--- src/rtl/arm_exec_pkg.sv ---
// Shared execute-stage definitions: shifter encodings, sequencer states and shift clamps.
package arm_exec_pkg;

    // Barrel-shifter operation encodings, matching instruction bits [6:5]
    typedef enum logic [1:0] {
        SH_LSL = 2'b00,
        SH_LSR = 2'b01,
        SH_ASR = 2'b10,
        SH_ROR = 2'b11
    } shift_type_e;

    // Operand-2 sequencer states
    typedef enum logic [1:0] {
        ST_IDLE  = 2'b00,
        ST_SHIFT = 2'b01,
        ST_DONE  = 2'b10
    } state_e;

    // Register-specified LSL/LSR/ASR amounts saturate here; 33 single-bit steps
    // reproduce the architectural "shift by more than 32" results.
    localparam logic [5:0] SHIFT_CLAMP = 6'd33;

    // Distance that stands for LSR #0 / ASR #0 in the immediate-amount form
    localparam logic [5:0] SHIFT_FULL  = 6'd32;

endpackage

--- src/rtl/shift_step.sv ---
// One partial shifter step: applies k bits (0..32) of LSL/LSR/ASR/ROR, or one RRX, to a word.
import arm_exec_pkg::*;

module shift_step (
    input  logic [31:0]  w_in,
    input  logic         c_in,
    input  shift_type_e  sh_type,
    input  logic         rrx,
    input  logic [5:0]   k,
    output logic [31:0]  w_out,
    output logic         c_out
);

    logic [32:0] lsl_ext;
    logic [32:0] lsr_ext;
    logic [32:0] asr_ext;
    logic [31:0] ror_w;

    // Widened shifts keep the last bit shifted out in the extra bit position,
    // so the carry is read from the same vector as the shifted word.
    always_comb begin
        lsl_ext = {1'b0, w_in} << k;
        lsr_ext = {w_in, 1'b0} >> k;
        asr_ext = $signed({w_in, 1'b0}) >>> k;
        ror_w   = (w_in >> k) | (w_in << (6'd32 - k));
        w_out   = w_in;
        c_out   = c_in;
        if (rrx) begin
            w_out = {c_in, w_in[31:1]};
            c_out = w_in[0];
        end else if (k != 6'd0) begin
            case (sh_type)
                SH_LSL: begin
                    w_out = lsl_ext[31:0];
                    c_out = lsl_ext[32];
                end
                SH_LSR: begin
                    w_out = lsr_ext[32:1];
                    c_out = lsr_ext[0];
                end
                SH_ASR: begin
                    w_out = asr_ext[32:1];
                    c_out = asr_ext[0];
                end
                default: begin
                    w_out = ror_w;
                    c_out = lsr_ext[0];
                end
            endcase
        end
    end

endmodule

--- src/rtl/operand2_seq.sv ---
// Sequenced ARM operand-2 generator: decodes the shift form, then shifts STEP bits per cycle.
import arm_exec_pkg::*;

module operand2_seq #(
    parameter int STEP = 4
) (
    input  logic         clk,
    input  logic         rst,
    input  logic         start,
    input  logic         imm,
    input  logic         mem_en,
    input  logic [11:0]  shift_operand,
    input  logic [31:0]  val_rm,
    input  logic [31:0]  val_rs,
    input  logic         carry_in,
    output logic         busy,
    output logic         done,
    output logic [31:0]  result,
    output logic         carry_out
);

    localparam logic [5:0] STEP_K = 6'(STEP);

    state_e       state_q, state_d;
    logic [31:0]  w_q, w_d;
    logic         c_q, c_d;
    shift_type_e  type_q, type_d;
    logic         rrx_q, rrx_d;
    logic [5:0]   r_q, r_d;
    logic [31:0]  result_q;
    logic         carry_q;

    logic [31:0]  init_w;
    logic         init_c;
    shift_type_e  init_type;
    logic         init_rrx;
    logic [5:0]   init_r;

    logic         accept;
    logic [5:0]   k;
    logic [31:0]  step_w;
    logic         step_c;
    logic [7:0]   rs_amt;
    logic [4:0]   imm_amt;
    logic         unused_rs;

    assign rs_amt    = val_rs[7:0];
    assign imm_amt   = shift_operand[11:7];
    assign unused_rs = ^val_rs[31:8];

    assign accept = start && (state_q != ST_SHIFT);
    assign k      = (r_q < STEP_K) ? r_q : STEP_K;

    // Decode the instruction form into the starting word, carry, type and distance
    always_comb begin
        init_w    = val_rm;
        init_c    = carry_in;
        init_type = shift_type_e'(shift_operand[6:5]);
        init_rrx  = 1'b0;
        init_r    = 6'd0;
        if (mem_en) begin
            init_w    = {20'd0, shift_operand};
            init_type = SH_LSL;
        end else if (imm) begin
            init_w    = {24'd0, shift_operand[7:0]};
            init_type = SH_ROR;
            init_r    = {1'b0, shift_operand[11:8], 1'b0};
        end else if (!shift_operand[4]) begin
            case (init_type)
                SH_LSL: init_r = {1'b0, imm_amt};
                SH_LSR,
                SH_ASR: init_r = (imm_amt == 5'd0) ? SHIFT_FULL : {1'b0, imm_amt};
                default: begin
                    if (imm_amt == 5'd0) begin
                        init_rrx = 1'b1;
                        init_r   = 6'd1;
                    end else begin
                        init_r = {1'b0, imm_amt};
                    end
                end
            endcase
        end else if (rs_amt != 8'd0) begin
            if (init_type == SH_ROR) begin
                init_r = {1'b0, rs_amt[4:0] - 5'd1} + 6'd1;
            end else begin
                init_r = (rs_amt > 8'(SHIFT_CLAMP)) ? SHIFT_CLAMP : rs_amt[5:0];
            end
        end
    end

    shift_step u_shift_step (
        .w_in    (w_q),
        .c_in    (c_q),
        .sh_type (type_q),
        .rrx     (rrx_q),
        .k       (k),
        .w_out   (step_w),
        .c_out   (step_c)
    );

    // Sequencer next state: a new request can be taken in IDLE or DONE, never mid-shift
    always_comb begin
        state_d = state_q;
        case (state_q)
            ST_IDLE: begin
                if (accept) begin
                    state_d = (init_r == 6'd0) ? ST_DONE : ST_SHIFT;
                end
            end
            ST_SHIFT: begin
                if (r_q <= STEP_K) begin
                    state_d = ST_DONE;
                end
            end
            ST_DONE: begin
                if (accept) begin
                    state_d = (init_r == 6'd0) ? ST_DONE : ST_SHIFT;
                end else begin
                    state_d = ST_IDLE;
                end
            end
            default: state_d = ST_IDLE;
        endcase
    end

    // Working-register update: load on acceptance, otherwise advance one step while shifting
    always_comb begin
        w_d    = w_q;
        c_d    = c_q;
        type_d = type_q;
        rrx_d  = rrx_q;
        r_d    = r_q;
        if (accept) begin
            w_d    = init_w;
            c_d    = init_c;
            type_d = init_type;
            rrx_d  = init_rrx;
            r_d    = init_r;
        end else if (state_q == ST_SHIFT) begin
            w_d = step_w;
            c_d = step_c;
            r_d = r_q - k;
        end
    end

    // State register
    always_ff @(posedge clk) begin
        if (rst) begin
            state_q <= ST_IDLE;
        end else begin
            state_q <= state_d;
        end
    end

    // Working registers, plus the output copy captured on every entry into DONE so the
    // published result stays stable while a following operation is still shifting
    always_ff @(posedge clk) begin
        if (rst) begin
            w_q      <= 32'd0;
            c_q      <= 1'b0;
            type_q   <= SH_LSL;
            rrx_q    <= 1'b0;
            r_q      <= 6'd0;
            result_q <= 32'd0;
            carry_q  <= 1'b0;
        end else begin
            w_q    <= w_d;
            c_q    <= c_d;
            type_q <= type_d;
            rrx_q  <= rrx_d;
            r_q    <= r_d;
            if (state_d == ST_DONE) begin
                result_q <= w_d;
                carry_q  <= c_d;
            end
        end
    end

    assign busy      = (state_q == ST_SHIFT);
    assign done      = (state_q == ST_DONE);
    assign result    = result_q;
    assign carry_out = carry_q;

endmodule

--- config.mk ---
export PLATFORM = sky130hd
export DESIGN_NAME = operand2_seq
export DESIGN_NICKNAME = d
export VERILOG_FILES = /design/src/rtl/arm_exec_pkg.sv /design/src/rtl/shift_step.sv /design/src/rtl/operand2_seq.sv
export SDC_FILE = /design/constraint.sdc
export NUM_CORES = 1
export LEC_CHECK = 0
export BUFFER_PORTS_ARGS = -buffer_cell sky130_fd_sc_hd__buf_4
export CAP_MARGIN = 10
export CORE_MARGIN = 2
export CORE_UTILIZATION = 25
export CTS_CLUSTER_DIAMETER = 60
export DETAILED_ROUTE_END_ITERATION = 10
export PLACE_DENSITY = 0.44
export SYNTH_ARGS = -nofsm -noshare
export SYNTH_HDL_FRONTEND = slang
export SYNTH_SLANG_ARGS = --single-unit
--- constraint.sdc ---
create_clock -name clk -period 3.8 [get_ports clk]
set_clock_uncertainty 0.2 [all_clocks]
set_input_delay 0.38 -clock clk [delete_from_list [all_inputs] [get_ports clk]]
set_output_delay 0.38 -clock clk [all_outputs]
set_load 0.03 [all_outputs]
======== Word-level counts from Yosys, hierarchy flattened ========
Index checks and enable logic that the tools add are counted.
word-level totals
  bits of input ports ..................... 82
  register bits ........................... 77
  output and inout port bits .............. 35
  word-level logic and storage cells ...... 77
cells by class
  shift operators ......................... 5
  $lt $le $gt $ge ......................... 3
  reductions and logical operators ........ 11
  equal/unequal tests ..................... 9
  bitwise gates (word level) .............. 1
  mux-type cells .......................... 36
  add/subtract/negate cells ............... 4
operator list
  cell                                                                              number
  32-bit two-way mux                                                                6
  32-bit case mux with 3 select lines                                               1
  6-bit two-way mux                                                                 10
  32-bit by 6-bit << shifter with 33-bit output                                     1
  33-bit by 6-bit right shift with 33-bit output                                    1
  33-bit by 6-bit >>> shifter with 33-bit output                                    1
  32-bit OR                                                                         1
  32-bit by 6-bit << shifter with 32-bit output                                     1
  32-bit by 6-bit right shift with 32-bit output                                    1
  2-bit two-way mux                                                                 6
  6-bit case mux with 2 select lines                                                1
  2-bit == test, second input constant                                              5
  1-bit two-way mux                                                                 9
  8-bit by 6-bit greater-than comparator with 1-bit output, second input constant   1
  8-bit nonzero test                                                                1
  5-bit by 1-bit adder with 6-bit output, second input constant                     1
  2-bit by 1-bit == test with 1-bit output, second input constant                   3
  6-bit by 3-bit less-or-equal comparator with 1-bit output, second input constant  1
  2-bit logical NOT                                                                 3
  6-bit logical NOT                                                                 1
  6-bit by 3-bit < comparator with 1-bit output, second input constant              1
  2-bit case mux with 3 select lines                                                1
  6-bit nonzero test                                                                1
  6-bit subtractor                                                                  1
  10 further kinds                                                                  10

======== Logic depth before layout (Yosys ltp) ========
Gate-level depths: netlist of the first run.
  depth after elaboration ................. 12
  mapped depth ............................ 15

======== Cells and area by module ========
Synthesis of the first run repeated with hierarchy kept, for this count alone.
unflattened totals
  cell total of the unflattened synthesis .. 1,461
  area, all modules ....................... 11,551.1 µm²
by module, submodules not included
  module        seq. area each (µm²)  cells each  instances  area an instance (µm²)
  shift_step    0.0                   1,029       1          7,726.2
  operand2_seq  1,541.5               432         1          3,824.9

======== Worst setup path after synthesis of the first run ========
No wires, ideal clock.
  path kind ............................... register -> register
  start ................................... register r_q[3]
  end ..................................... register result_q[29] (netlist: result[29])
  cell stages (with the launch flop) ...... 15
  buffers on the path ..................... 4
  setup time .............................. 121 ps
  clock period less this slack ............ 3,466 ps
  slack ................................... 334 ps
  arrival ................................. 3,145 ps
  path through ............................ dfxtp_1 buf_6 or4_4 nor2_4 inv_2 buf_2 buf_2 ha_1 clkbuf_1 mux2i_1 nor3_1 or4_1 o211ai_1 a41oi_1 mux2_2
on the way
  longest elaborated chain between the ends .. 10
  elaborated cells between the ends (all ways) .. 19
  those cells by class .................... add/sub: 1; order compare: 2; eq/ne: 1; shift: 5; mux: 8; bitwise: 1; reduce/logical: 1
RTL lines
  what                                           line                 text
  start: declaration                             operand2_seq.sv:29   logic [5:0] r_q, r_d;
  start signal: assignment                       operand2_seq.sv:171  r_q <= r_d;
  6-bit by 3-bit < comparator with 1-bit output  operand2_seq.sv:52   assign k = (r_q < STEP_K) ? r_q : STEP_K;
  6-bit two-way mux                              operand2_seq.sv:52
  6-bit subtractor                               shift_step.sv:25     ror_w = (w_in >> k) | (w_in << (6'd32 - k));
  32-bit by 6-bit << shifter with 32-bit output  shift_step.sv:25
  32-bit OR                                      shift_step.sv:25
  32-bit case mux with 3 select lines            shift_step.sv:32     case (sh_type)
  32-bit two-way mux                             shift_step.sv:31     end else if (k != 6'd0) begin
  32-bit two-way mux                             shift_step.sv:28     if (rrx) begin
  32-bit two-way mux                             operand2_seq.sv:139  end else if (state_q == ST_SHIFT) begin
  32-bit two-way mux                             operand2_seq.sv:133  if (accept) begin
  end signal: assignment                         operand2_seq.sv:173  result_q <= w_d;
  end: declaration                               operand2_seq.sv:30   logic [31:0] result_q;
Parallel ways exist; a longest one is shown, timed or not.
A chain may end at the register's enable or synchronous reset.

======== Final worst setup path of the first run ========
  start ................................... register r_q[3]
  end ..................................... register result_q[5] (netlist: result[5])
The elaborated chain is that of the path after synthesis.

==> out/metrics.cfg, run 1 <==
[outcome]
status = finished clean

[placement]
pre_cts_ws_ns = 0.295
numPortBuffers = 92
gp_congestion = 0.892
place_hpwl_um = 23200

[timing]
tns_ns = 0
slew_headroom_pct = 31.5
fin_crit_ns = 3.59
setup_ws_ns = 0.209
drv_slew = 0
max_freq_ghz = 0.278
period_share_pct = 94.5
worstMarginPinSlew_ns = 1.02
report.final.setup_viol = 0
hold_viol = 0
rsz0062_at_grt = false

[clock_network]
clk_latency_ns = 0.35
htree_levels = 3
clk_pin_slew_worst_paths_ns = 0.07
cts.path.max_buffers = 2
cts_buffers = 9
cts_resized = 0
cts-root-buf = clkbuf_16
cts_tree = done
cts_sinks = 77
cts_hold_buf = 0
post_cts_buffers = 0

[detailed_routing]
ant_nets = 0
viasPerCell = 5.94
drtIter0Drc = 1070
dr.pass1.iters = 7
num_vias = 8645
drc = 0
wl_um = 33400
routedWlPerCell_um = 23.0

[global_routing]
antenna_found_initial = 0
overflow = 0
grt_pass1_vias = 8415
grt_pass1_wl_um = 51300
grt_usage_pct = 21.1
grt_max_degree = 65

[pwr]
ir_drop_v = 0.000219
p_leak_nw = 3.15
power_density_nw_per_um2 = 349

[layout]
antenna_cells = 0
fillers = 3292
drive_above_1_share_pct = 21.1
final_common_cell = buf_4
final_cell_mix = 139 x buf_4, 84 x nor2_1, 76 x dfxtp_1
finish.net_count = 1150
ff_latch_area_sq_um = 1540
multi_input_area_sq_um = 5370
area_delta_synth_final_pct = 18.8

[floorplan]
dieHeight_um = 177
rows = 63
core_sq_um = 29600
initial_core_util_pct = 25.3
pin_count = 117
die_w_um = 177
die_area_sq_um = 31400

[critical_path]
cp-start-kind = flop
critPathKind = reg -> reg
r2r_start = r_q[3]$_SDFFE_PP0P_
required_ns = 3.90
reg2reg_depth = 11
startpoint = r_q[3]$_SDFFE_PP0P_
reg2reg_slack_ns = 0.21
endpoint_kind = flop
critPathMaxFanout = 19
cp.arrival_ns = 3.70
r2r_end = result[5]$_SDFFE_PP0N_
crit_end = result[5]$_SDFFE_PP0N_

[run]
maxCapViolCount = 0

[synthesis]
seq_area_frac_synth_pct = 20.5
ys.warnings.count = 0
synth_top_area_cell = dfxtp_1
synth-edff-count = 0
syn_nets = 1107
yosys.cell_types.count = 96
synth_area_leaders = dfxtp_1 21%, a21oi_1 4.7%, nor2_1 4.2%
synth_ff_type = dfxtp_1
yosysTopAreaCellShare_pct = 20.5
ys_ff_latch = 77
syn_avg_cell_area_sq_um = 7.38
ys_async_sr_fraction_pct = 0
syn-cell-area_sq_um = 7510
syn-instance-count = 1017

[worst_hold_path]
hp-start = val_rm[27]
hp-class = in -> reg

sequential cells by signal, summed over array words and instances, names as in the netlist:
register / count
result: 32
w_q: 32
r_q: 6
state_q: 2
type_q: 2
c_q: 1
carry_out: 1
rrx_q: 1
stage by stage:
step           util [%]  instances  area, sq um  total power [W]  hold slack (ns)
6_report           30.1       1455         8920          0.00312            0.153
5_1_grt            30.1       1455         8920          0.00326            0.169
4_1_cts            30.1       1455         8920          0.00313            0.140
3_5_place_dp       29.1       1439         8610          0.00220            0.321
3_3_place_gp       29.1       1439         8610          0.00220            0.318
2_1_floorplan         -       1017         7510          0.00174            0.311
Yosys cell counts, types with 9 or more instances:
library cell,number
a211oi_1,34
a21boi_0,10
a21oi_1,70
a221oi_1,13
a311oi_1,10
a31oi_1,28
and3_1,14
buf_2,24
clkbuf_1,72
dfxtp_1,77
inv_1,18
mux2_2,28
mux2i_1,20
nand2_1,69
nand3_1,31
nor2_1,85
nor2b_1,47
nor3_1,30
nor4_1,10
o2111ai_1,9
o211ai_1,17
o21ai_0,60
o22ai_1,14
o32ai_1,9
power by group:
part,total [W],switching [W],internal [W]
Sequential,0.000958,0.0000957,0.000863
Clock,0.000917,0.000399,0.000517
Combinational,0.00124,0.000789,0.000451
critical path: stages, from the launching register on:
cell      delay [ns]
dfxtp_1         0.40
or4_4           0.59
nor2_4          0.11
inv_2           0.04
ha_1            0.20
buf_4           0.23
nand2_1         0.50
o221ai_1        0.21
a21boi_0        0.18
nor4_1          0.52
buf_4           0.21
mux2_2          0.13
layout make-up:
cell class | count | share of cell area, %
timing repair buffer | 143 | 12.6
inverter | 24 | 1.01
clock buffer | 9 | 2.53
tap | 390 | 5.47
sequential | 77 | 17.3
clock inverter | 7 | 0.898
multi-input combinational | 805 | 60.2
how the worst min path moves through the flow:
stage,to,slack [ns],depth (start not counted)
3_3_place_gp,result[19]$_SDFFE_PP0N_,0.32,2
4_1_cts,w_q[27]$_SDFF_PP0_,0.14,3
6_report,w_q[27]$_SDFF_PP0_,0.15,3
2_1_floorplan,state_q[0]$_SDFF_PP0_,0.31,3
5_1_grt,w_q[27]$_SDFF_PP0_,0.17,3
3_5_place_dp,result[19]$_SDFFE_PP0N_,0.32,2
cells by family after synthesis:
family / after synthesis / share of synthesized area [%]
AND/OR/NAND/NOR: 345 / 24.3
XOR/XNOR: 5 / 0.583
flip-flops: 77 / 20.5
adder cells (fa/ha/maj): 8 / 1.33
AO/OA/AOI/OAI: 395 / 37.6
multiplexers: 51 / 7.62
other: 1 / 0.0499
buffers and inverters: 135 / 8.00
layer usage:
metal | part of all wire (%) | wire length (um) | GRT usage, % | vias to the layer above
met1 | 44 | 14600 | 28.5 | 4166
met3 | 7.3 | 2440 | 4.18 | 84
met2 | 44 | 14600 | 31.9 | 398
met5 | 0 | 0 | 0 | -
li1 | - | - | - | 3997
met4 | 5.2 | 1730 | 10.8 | 0
(Power assumes the default switching activity.)
==> inputs of run 2 (changes only) <==
Settings changed: CELL_PAD_IN_SITES_DETAIL_PLACEMENT set to 2, CELL_PAD_IN_SITES_GLOBAL_PLACEMENT set to 2, PLACE_DENSITY 0.44 to 0.66, TNS_END_PERCENT set to 10.
==> out/metrics.cfg, run 2 (same netlist as run 1, synthesis figures left out) <==
[outcome]
status = finished clean

[detailed_routing]
dr.pass1.iters = 5  ; -2
wl_um = 37500  ; +12%
wl_met3_um = 1680  ; -31%
m1WireLength_um = 17200  ; +17%
wl_met2_um = 17500  ; +20%
viasPerCell = 6.03  ; +1.5%
num_vias = 8788  ; +1.7%
routedWlPerCell_um = 25.8  ; +12%
drc = 0  ; unchanged
top_layer = met4
ant_nets = 0  ; unchanged
drtIter0Drc = 624  ; -42%

[timing]
fin_crit_ns = 3.53  ; -0.0579 ns
max_freq_ghz = 0.283  ; +1.6%
report.final.setup_viol = 0  ; unchanged
period_share_pct = 93.0  ; -1.5 points
setup_ws_ns = 0.267  ; +0.0579 ns
drv_slew = 0  ; unchanged
whs_ns = 0.150  ; -0.00324 ns
worstMarginPinSlew_ns = 1.04  ; +0.0136 ns
rsz0062_at_grt = false
tns_ns = 0  ; unchanged
slew_headroom_pct = 30.9  ; -0.65 points
hold_viol = 0  ; unchanged

[worst_hold_path]
hp-class = in -> reg
hold_depth = 3  ; unchanged
timing.hold.worst_endpoint = w_q[12]$_SDFF_PP0_
hp-start = val_rm[12]

[floorplan]
die_area_sq_um = 31400  ; unchanged
rows = 63  ; unchanged
pin_count = 117  ; unchanged
die_w_um = 177  ; unchanged
core_sq_um = 29600  ; unchanged
initial_core_util_pct = 25.3  ; unchanged
dieHeight_um = 177  ; unchanged

[global_routing]
antenna_found_initial = 0  ; unchanged
grt_usage_pct = 23.9  ; +2.8 points
grt_pass1_vias = 9287  ; +10%
grt_max_degree = 65  ; unchanged
overflow = 0  ; unchanged
grt_pass1_wl_um = 57700  ; +13%

[critical_path]
endpoint_kind = flop
slowest_stage = or4_4
required_ns = 3.90  ; about the same
critical_path_cell_count = 11  ; unchanged
reg2reg_slack_ns = 0.27  ; +0.06 ns
reg2reg_depth = 11  ; unchanged
cp-start-kind = flop
crit_top_cell = buf_4
cp.arrival_ns = 3.64  ; -0.06 ns
worst_path_dominant_cell_family = simple AND/OR/NAND/NOR gates
r2r_end = result[24]$_SDFFE_PP0N_
crit_buf_inv = 3  ; unchanged
critPathMaxFanout = 19  ; unchanged
cp_cell_sequence = or4_4 > nor2_4 > inv_2 > ha_1 > buf_4 > nor2_2 > buf_4 > nand2_1 > a311o_1 > a311oi_1 > mux2_2
critical_path.max_stage_delay_ns = 0.61  ; +0.02 ns
critPathKind = reg -> reg
r2r_start = r_q[2]$_SDFFE_PP0P_

[clock_network]
cts_tree = done
clk_pin_slew_worst_paths_ns = 0.07  ; about the same
cts.path.max_buffers = 2  ; unchanged
cts_sinks = 77  ; unchanged
cts-root-buf = clkbuf_16
cts_resized = 0  ; unchanged
cts_hold_buf = 0  ; unchanged
clk_latency_ns = 0.36  ; about the same
cts_buffers = 9  ; unchanged
post_cts_buffers = 0  ; unchanged
htree_levels = 3  ; unchanged

[placement]
place_hpwl_um = 26300  ; +14%
gp_congestion = 0.867  ; -2.8%
numPortBuffers = 92  ; unchanged
pre_cts_ws_ns = 0.312  ; +0.0162 ns

[layout]
drive_above_1_share_pct = 21.3  ; +0.15 points
final_cell_mix = 141 x buf_4, 84 x nor2_1, 76 x dfxtp_1
final_common_cell = buf_4
area_delta_synth_final_pct = 19.0
antenna_cells = 0  ; unchanged
finish.net_count = 1152  ; +0.17%

[pwr]
power_density_nw_per_um2 = 356  ; +2.1%
finalPower_w = 0.00318  ; +2.2%
ir_drop_v = 0.000220  ; +0.73%
p_leak_nw = 3.16  ; +0.24%

[run]
maxCapViolCount = 0  ; unchanged

run 2: power breakdown:
part	internal, W	switching, W	total (W)
logic	0.000449	0.000826	0.00127
registers	0.000862	0.000101	0.000963
clock network	0.000517	0.000429	0.000947
run 2: routing by layer:
| layer | global-route usage [%] | up-vias |
|---|---|---|
| li1 | - | 3991 |
| met1 | 32.1 | 4474 |
| met2 | 39.1 | 262 |
| met3 | 3.36 | 61 |
| met4 | 8.47 | 0 |
| met5 | 0 | - |
run 2: worst max-delay path by stage:
stage,start,end
2_1_floorplan,r_q[3]$_SDFFE_PP0P_,result[29]$_SDFFE_PP0N_
3_3_place_gp,shift_operand[5],result[13]$_SDFFE_PP0N_
3_5_place_dp,shift_operand[5],result[14]$_SDFFE_PP0N_
4_1_cts,r_q[2]$_SDFFE_PP0P_,result[24]$_SDFFE_PP0N_
5_1_grt,r_q[2]$_SDFFE_PP0P_,result[24]$_SDFFE_PP0N_
6_report,r_q[2]$_SDFFE_PP0P_,result[24]$_SDFFE_PP0N_
run 2: per-stage QoR:
step | utilization (%) | instance area, sq um | instances
finish | 30.1 | 8930 | 1457
global route | 30.1 | 8930 | 1457
CTS | 30.1 | 8930 | 1457
detailed placement | 29.1 | 8630 | 1441
global placement | 29.1 | 8630 | 1441
floorplan | - | 7510 | 1017
run 2: tightest hold or removal path: cells and delay by family:
| kind | cells | cell delay (ns) |
|---|---|---|
| AOI/OAI and AO/OA | 2 | 0.21 |
| buffers and inverters | 1 | 0.08 |
run 2: area by class of cell:
class	instances	area, sq um
Inverter	24	90.1
Sequential cell	77	1540
Tap cell	390	488
Timing Repair Buffer	145	1140
Clock inverter	7	78.8
Clock buffer	9	225
Fill cell	3553	20700
Multi-Input combinational cell	805	5370
